===== config.mk =====
export PLATFORM = sky130hd
export DESIGN_NAME = weighted_rr_arbiter
export DESIGN_NICKNAME = d
export VERILOG_FILES = /design/src/rtl/weighted_rr_arbiter.sv
export SDC_FILE = /design/constraint.sdc
export NUM_CORES = 1
export LEC_CHECK = 0
export CORE_ASPECT_RATIO = 1.75
export CORE_MARGIN = 3
export CORE_UTILIZATION = 40
export CTS_BUF_LIST = sky130_fd_sc_hd__clkbuf_4 sky130_fd_sc_hd__clkbuf_8
export DETAILED_ROUTE_END_ITERATION = 10
export PLACE_DENSITY = 0.82
export SYNTH_ARGS = -nofsm -noshare
export SYNTH_HDL_FRONTEND = slang
export SYNTH_SLANG_ARGS = --single-unit

===== constraint.sdc =====
create_clock -name clk -period 1.7 [get_ports clk]
set_input_delay 0.51 -clock clk [delete_from_list [all_inputs] [get_ports clk]]
set_output_delay 0.51 -clock clk [all_outputs]
set_load 0.01 [all_outputs]

===== src/rtl/weighted_rr_arbiter.sv =====
// Weighted round-robin arbiter: registered one-hot grant, per-requester credit, rotating priority.
// Optional hold-on-lock behaviour is enabled with the WRR_LOCK_EN macro (adds the lock port).
module weighted_rr_arbiter #(
    parameter int unsigned N     = 4,
    parameter int unsigned WGT_W = 4,
    parameter int unsigned IDX_W = $clog2(N)
) (
    input  logic                 clk,
    input  logic                 rst_n,
    input  logic [N-1:0]         request,
    input  logic [N*WGT_W-1:0]   weight,
`ifdef WRR_LOCK_EN
    input  logic [N-1:0]         lock,
`endif
    output logic [N-1:0]         grant,
    output logic                 grant_valid,
    output logic [IDX_W-1:0]     grant_idx
);

    typedef enum logic {
        S_IDLE = 1'b0,
        S_BUSY = 1'b1
    } state_t;

    state_t             r_state;
    logic [IDX_W-1:0]   r_ptr;
    logic [WGT_W-1:0]   r_credit;
    logic [N-1:0]       r_grant;
    logic               r_grant_valid;
    logic [IDX_W-1:0]   r_grant_idx;

    state_t             w_state;
    logic [IDX_W-1:0]   w_ptr;
    logic [WGT_W-1:0]   w_credit;
    logic [N-1:0]       w_grant;
    logic               w_grant_valid;
    logic [IDX_W-1:0]   w_grant_idx;

    logic               w_found;
    logic [IDX_W-1:0]   w_win;
    logic [IDX_W-1:0]   w_cand;
    logic [WGT_W-1:0]   w_wgt;
    logic [WGT_W-1:0]   w_wgt_eff;
    logic               w_hold_req;
    logic               w_locked;
    logic               w_arb;

    // Wrap-around priority scan starting at r_ptr
    always_comb begin
        w_found = 1'b0;
        w_win   = '0;
        w_cand  = '0;
        for (int unsigned k = 0; k < N; k++) begin
            w_cand = IDX_W'((32'(r_ptr) + k) % N);
            if (!w_found && request[w_cand]) begin
                w_found = 1'b1;
                w_win   = w_cand;
            end
        end
    end

    // Weight of the winner; zero is treated as a single cycle
    always_comb begin
        w_wgt     = weight[32'(w_win)*WGT_W +: WGT_W];
        w_wgt_eff = (w_wgt == '0) ? WGT_W'(1) : w_wgt;
    end

    always_comb begin
        w_hold_req = request[r_grant_idx];
`ifdef WRR_LOCK_EN
        w_locked   = lock[r_grant_idx] & w_hold_req;
`else
        w_locked   = 1'b0;
`endif
        w_arb      = (r_state == S_IDLE) || !w_hold_req ||
                     ((r_credit == WGT_W'(1)) && !w_locked);
    end

    // Next-state and next-output logic
    always_comb begin
        w_state       = r_state;
        w_ptr         = r_ptr;
        w_credit      = r_credit;
        w_grant       = r_grant;
        w_grant_valid = r_grant_valid;
        w_grant_idx   = r_grant_idx;
        if (w_arb) begin
            if (w_found) begin
                w_state       = S_BUSY;
                w_grant       = {{(N-1){1'b0}}, 1'b1} << w_win;
                w_grant_valid = 1'b1;
                w_grant_idx   = w_win;
                w_credit      = w_wgt_eff;
                w_ptr         = (w_win == IDX_W'(N-1)) ? '0 : w_win + 1'b1;
            end else begin
                w_state       = S_IDLE;
                w_grant       = '0;
                w_grant_valid = 1'b0;
                w_credit      = '0;
            end
        end else if (r_credit > WGT_W'(1)) begin
            // Under lock the credit saturates at 1 rather than wrapping
            w_credit = r_credit - 1'b1;
        end
    end

    always_ff @(posedge clk or negedge rst_n) begin
        if (!rst_n) begin
            r_state       <= S_IDLE;
            r_ptr         <= '0;
            r_credit      <= '0;
            r_grant       <= '0;
            r_grant_valid <= 1'b0;
            r_grant_idx   <= '0;
        end else begin
            r_state       <= w_state;
            r_ptr         <= w_ptr;
            r_credit      <= w_credit;
            r_grant       <= w_grant;
            r_grant_valid <= w_grant_valid;
            r_grant_idx   <= w_grant_idx;
        end
    end

    assign grant       = r_grant;
    assign grant_valid = r_grant_valid;
    assign grant_idx   = r_grant_idx;

endmodule


# --- Word level (Yosys, flattened, before mapping) ---
# Index checks and enable logic that the tools add are counted.
totals:
  out_inout_bits: 7
  inputBits: 22
  regBits: 13
op_classes:
  n_addsub: 5
  muxes: 25
  n_eq_ne: 2
  n_reduce_logical: 12
  n_bitwise: 1
  magnitude_cmp: 6
  n_shift: 2
ops:
  columns: ["cell", "count"]
  rows:
  - ["two-way mux 4 bit", 5]
  - ["variable part select 16 x 5 -> 4 bit", 1]
  - ["< comparator 2 x 3 -> 1 bit (second input constant)", 5]
  - ["binary-select mux 1 bit (select 2 bit)", 5]
  - ["two-way mux 1 bit", 10]
  - ["two-way mux 2 bit", 5]
  - ["adder 2 x 1 -> 2 bit (second input constant)", 2]
  - ["adder 2 bit (second input constant)", 2]
  - ["== test 4 x 1 -> 1 bit (second input constant)", 1]
  - ["> comparator 4 x 1 -> 1 bit (second input constant)", 1]
  - ["logical NOT 1 bit", 4]
  - ["logical NOT 4 bit", 1]
  - ["left shift 1 x 2 -> 4 bit (first input constant)", 1]
  - ["subtractor 4 x 1 -> 4 bit (second input constant)", 1]
  - ["logical AND 1 bit", 3]
  - ["== test 2 bit (second input constant)", 1]
  - ["logical OR 1 bit", 2]
  - ["AND reduction 2 bit", 1]
  - ["nonzero test 2 bit", 1]
  - ["inverter 1 bit", 1]

# --- Logic depth before layout (Yosys ltp) ---
depth:
  word_depth: 17
  mapped_depth: 8

# --- Worst setup path after synthesis ---
# Ideal clock, no wire load.
synth_path:
  path_type: "input to register"
  startpoint: "input request[3]"
  endpoint: "register r_ptr[1]"
  setup_ns: 0.125
  cell_stages: 5
  setup_slack_ns: -0.081
  t_arrival_ns: 1.656
  required_ns: 1.575
  cell_sequence: "mux4_2 > nand2_1 > a21o_1 > and2_1 > mux2_2"
synth_between:
  elab_chain_cells: 14
synth_rtl:
  columns: ["item", "line_no", "text"]
  rows:
  - ["start: declaration", "10", "input logic [N-1:0] request,"]
  - ["binary-select mux 1 bit (select 2 bit)", "55", "if (!w_found && request[w_cand]) begin"]
  - ["two-way mux 1 bit (not written as such)", "55", null]
  - ["two-way mux 1 bit", "55", null]
  - ["logical NOT 1 bit", "55", null]
  - ["logical AND 1 bit", "55", null]
  - ["two-way mux 1 bit", "55", null]
  - ["logical NOT 1 bit", "55", null]
  - ["logical AND 1 bit", "55", null]
  - ["two-way mux 1 bit", "55", null]
  - ["logical NOT 1 bit", "55", null]
  - ["logical AND 1 bit", "55", null]
  - ["two-way mux 2 bit", "55", null]
  - ["adder 2 x 1 -> 2 bit or == test 2 bit (tied branches)", "94", "w_ptr = (w_win == IDX_W'(N-1)) ? '0 : w_win + 1'b1;"]
  - ["two-way mux 2 bit", "94", null]
  - ["end signal: assignment", "117", "r_ptr <= w_ptr;"]
  - ["end: declaration", "26", "logic [IDX_W-1:0] r_ptr;"]
# Parallel ways exist; a longest one is shown, timed or not. The select of a mux whose other input is x is not followed.
# A chain may end at the register's enable or synchronous reset.

# --- Worst setup path after layout ---
layout_path:
  startpoint: "register r_grant_idx[0], in the netlist grant_idx[0]"
  endpoint: "register r_ptr[1]"
layout_between:
  elab_chain_cells: 6
layout_rtl:
  columns: ["item", "line_no", "text"]
  rows:
  - ["start: declaration", "30", "logic [IDX_W-1:0] r_grant_idx;"]
  - ["start signal: assignment", "121", "r_grant_idx <= w_grant_idx;"]
  - ["binary-select mux 1 bit (select 2 bit)", "69", "w_hold_req = request[r_grant_idx];"]
  - ["two-way mux 1 bit (not written as such)", "69", null]
  - ["logical NOT 1 bit", "75", "w_arb = (r_state == S_IDLE) || !w_hold_req ||"]
  - ["logical OR 1 bit (2 in a row)", "75", null]
  - ["AND reduction 2 bit (no line)", null, null]
# Every way passes these cells. The select of a mux whose other input is x is not followed.

==> results.py <==
metrics = {
    "logic_synthesis": {
        "yosys.area_share.xor_xnor_pct": 0,
        "synthesis.instances": 95,
        "post_synth_instance_area_sq_um": 930,
        "fraction_of_registers_with_async_set_reset_pct": 100,
        "synth_top_area_cell": "sky130_fd_sc_hd__dfrtp_1",
        "number_of_flops_mapped_to_enable_cells_by_yosys": 0,
        "post_synth_mux_area_share_pct": 15.9,
        "synth-adder-area-share_pct": 8.08,
        "yosys_most_used_dff": "sky130_fd_sc_hd__dfrtp_1",
        "total_nets_after_synthesis": 123,
        "synth_simple_gate_area_share_pct": 15.7,
        "synth.area.top_cells": "sky130_fd_sc_hd__dfrtp_1, sky130_fd_sc_hd__mux2i_1, sky130_fd_sc_hd__ha_1",
        "synth.yosys.warnings": 0,
        "dominant_combinational_cell_family_by_area_after_synthesis": "compound AO/OA/AOI/OAI gates",
        "synth.distinct_cells": 35,
        "area_fraction_in_compound_gates_after_synthesis_pct": 18.0,
        "synth_seq_area_share_pct": 35.0,
        "number_of_synthesized_register_bits": 13,
        "post_synth.cell_area_avg_sq_um": 9.79,
        "synth_top_area_share_pct": 35.0,
    },
    "placed_design": {
        "place_hpwl_um": 1990,
        "placement.cell_area_sq_mm": 0.00136,
        "dp_worst_setup_slack_ps": -756,
        "globalplace.congestion": 0.862,
        "buffer_ports.inserted": 28,
    },
    "drt": {
        "detail_route.first_pass.iterations": 4,
        "ant_nets": 0,
        "routed_wl_um": 2610,
        "routed_via_density": 5.34,
        "drc": 0,
        "num_vias": 903,
        "drtIter0Drc": 13,
        "avgRoutedWirePerCell_um": 15.4,
    },
    "setup_path": {
        "path_max_fanout": 4,
        "timing_worst_setup_path_type": "reg2reg",
        "critPathRequiredTime_ps": 1880,
        "worst_setup_path_end_kind": "flip-flop",
        "crit_arrival_ps": 1990,
        "timing.reg2reg.worst_path_depth": 6,
        "worst_setup_path_start_kind": "flip-flop",
    },
    "sta": {
        "min_period_over_period_pct": 106,
        "timing.final.hold_violations": 0,
        "number_of_max_slew_violations_in_the_final_report": 0,
        "hold-worst-slack_ps": 522,
        "time_the_final_worst_path_needs_with_i_o_delays_and_setup_ps": 1810,
        "final_setup_skew_ps": 2.57,
        "max_slew.worst_pin.slew_ps": 352,
        "relSlewSlack_pct": 76.5,
        "setup_repair_after_global_routing_missed_its_margin": "yes",
        "report.final.setup_viol": 7,
        "clock.fmax_mhz": 553,
        "final_ws_setup_ps": -110,
    },
    "worst_hold_path": {
        "hold_depth": 2,
        "type_of_the_worst_min_delay_path": "reg2reg",
    },
    "floorplan": {
        "die-height_um": 69.8,
        "placeableCoreArea_sq_mm": 0.00215,
        "die_area_sq_mm": 0.00296,
        "floorplan.initialDensity_pct": 43.3,
        "io_pins": 29,
        "die_w_um": 42.4,
        "std_cell_rows": 22,
    },
    "clock_network": {
        "tritoncts": "done",
        "cts.clk_slew.worst_paths_ps": 80,
        "tritoncts.num_buffers": 3,
        "max_buffers_root_to_sink": 2,
        "sink_count_of_the_clock_tree": 13,
        "ctsHoldBuffers": 0,
        "worstSkewPairLatency_ps": 290,
        "cts.htree.levels": 1,
        "root_buffer": "sky130_fd_sc_hd__clkbuf_4",
    },
    "run_status": {
        "violations": "setup timing",
        "run_status": "finished, violations left",
    },
    "grt": {
        "first_pass_grt_wire_length_um": 4200,
        "grt_max_degree": 14,
        "groute.usage.overall_pct": 17.9,
        "antenna_found_initial": 0,
        "number_of_global_route_vias_before_repair": 995,
        "grt.overflow.total": 0,
    },
    "final_layout": {
        "drive_above_1_share_pct": 37.2,
        "final-seq-area_sq_um": 327,
        "nets": 174,
        "areaGrowthSynthToFinish_pct": 62.9,
        "fin_util_pct": 70.5,
        "layout.cells.most_common_list": "sky130_fd_sc_hd__clkdlybuf4s50_1, sky130_fd_sc_hd__buf_4, sky130_fd_sc_hd__dfrtp_1",
        "antennaDiodeCount": 0,
        "filler_cells": 155,
        "final_design_area_no_fill_sq_mm": 0.00151,
        "multi_input_comb_area_sq_um": 642,
    },
    "job": {
        "drv.max_cap_violation_count": 0,
    },
    "power": {
        "power_per_cell_area_mw_per_mm2": 1640,
        "combPwrFrac_pct": 68.1,
        "p_int_mw": 1.47,
        "share_of_total_power_in_the_clock_network_pct": 8.7,
        "net-switching-power_mw": 1.01,
        "total_power_mw": 2.48,
        "net_switching_fraction_of_the_power_pct": 40.7,
        "leakage_nw": 0.730,
        "power_share_of_the_sequential_group_pct": 23.2,
        "ir_drop_worst_case_vdd_mv": 0.994,
    },
}
==> worst paths after layout <==
path                                     startpoint                  endpoint  slack [ps]
max in group asynchronous                     rst_n      r_ptr[1]$_DFFE_PN0P_        1000
max reg2reg                grant_idx[0]$_DFFE_PN0P_      r_ptr[1]$_DFFE_PN0P_        -110
max                        grant_idx[0]$_DFFE_PN0P_      r_ptr[1]$_DFFE_PN0P_        -110
min reg2reg                    grant[1]$_DFFE_PN0N_      grant[1]$_DFFE_PN0N_         520
min in group asynchronous                     rst_n  grant_idx[0]$_DFFE_PN0P_         530
min                            grant[1]$_DFFE_PN0N_      grant[1]$_DFFE_PN0N_         520
==> cell families (layout without fill, tap and decap cells) <==
logic type,after synthesis,after routing
multiplexers,13,13
buffers and inverters,13,62
flip-flops,13,13
adder cells (fa/ha/maj),6,6
AO/OA/AOI/OAI,24,24
AND/OR/NAND/NOR,26,27
==> state kept, by name (all words and copies together), names as in the netlist <==
register and cells:
grant 4, grant_idx 2, grant_valid 1, r_credit 4
r_ptr 2
==> layer usage <==
| metal | share of wire [%] | global-route usage, % |
|---|---|---|
| met1 | 35 | 18.5 |
| met2 | 61 | 35.5 |
| met3 | 2.6 | 1.82 |
| met4 | 1.4 | 5.19 |
| met5 | 0 | 0 |
==> repair_timing <==
action | 4_1_cts | 5_1_grt
setup endpoints to repair | 15 | 15
pin swaps | 2 | 5
gates resized for setup | 20 | 15
setup buffers | 4 | 2
cloned | 1 | 0
==> cell usage after synthesis, types with 2 or more instances <==
cell	n
sky130_fd_sc_hd__nor2b_1	2
sky130_fd_sc_hd__inv_1	9
sky130_fd_sc_hd__a21o_1	2
sky130_fd_sc_hd__o21ai_0	6
sky130_fd_sc_hd__dfrtp_1	13
sky130_fd_sc_hd__nand2_1	3
sky130_fd_sc_hd__nand3_1	4
sky130_fd_sc_hd__nand2b_1	2
sky130_fd_sc_hd__and3_2	2
sky130_fd_sc_hd__ha_1	6
sky130_fd_sc_hd__a21oi_1	4
sky130_fd_sc_hd__nor2_1	4
sky130_fd_sc_hd__mux2i_1	8
sky130_fd_sc_hd__nor3_1	2
sky130_fd_sc_hd__and2_4	2
sky130_fd_sc_hd__o22ai_1	3
sky130_fd_sc_hd__mux2_2	4
sky130_fd_sc_hd__a211oi_1	2
==> final cells by class <==
| class | instances | area share, % |
|---|---|---|
| multi-input cells | 70 | 42.4 |
| well taps | 24 | 1.98 |
| flip-flops and latches | 13 | 21.6 |
| clock buffers | 4 | 1.98 |
| repair buffers | 48 | 29.4 |
| inverters | 10 | 2.64 |
==> worst max-delay path, stage by stage (launching register included) <==
cell	delay, ps
sky130_fd_sc_hd__dfrtp_1	370
sky130_fd_sc_hd__buf_4	120
sky130_fd_sc_hd__mux4_2	500
sky130_fd_sc_hd__nand2_2	90
sky130_fd_sc_hd__a21o_1	160
sky130_fd_sc_hd__and2_4	180
sky130_fd_sc_hd__mux2_4	290
==> stage by stage <==
| stage | instances | TNS, ps |
|---|---|---|
| after global routing | 169 | -1110 |
| final | 169 | -456 |
| after floorplan | 95 | -94.4 |
| after global placement | 159 | -7020 |
| after CTS | 168 | -104 |
| after detailed placement | 159 | -7770 |
==> power groups by stage <==
stage / Combinational (mW) / Clock, mW / Sequential [mW]
after floorplan: 0.885 / 0 / 0.574
after global placement: 1.35 / 0 / 0.564
after detailed placement: 1.41 / 0 / 0.576
after CTS: 1.52 / 0.219 / 0.570
after global routing: 1.85 / 0.231 / 0.595
final: 1.69 / 0.217 / 0.575
Power figures use the tool's default switching activity.
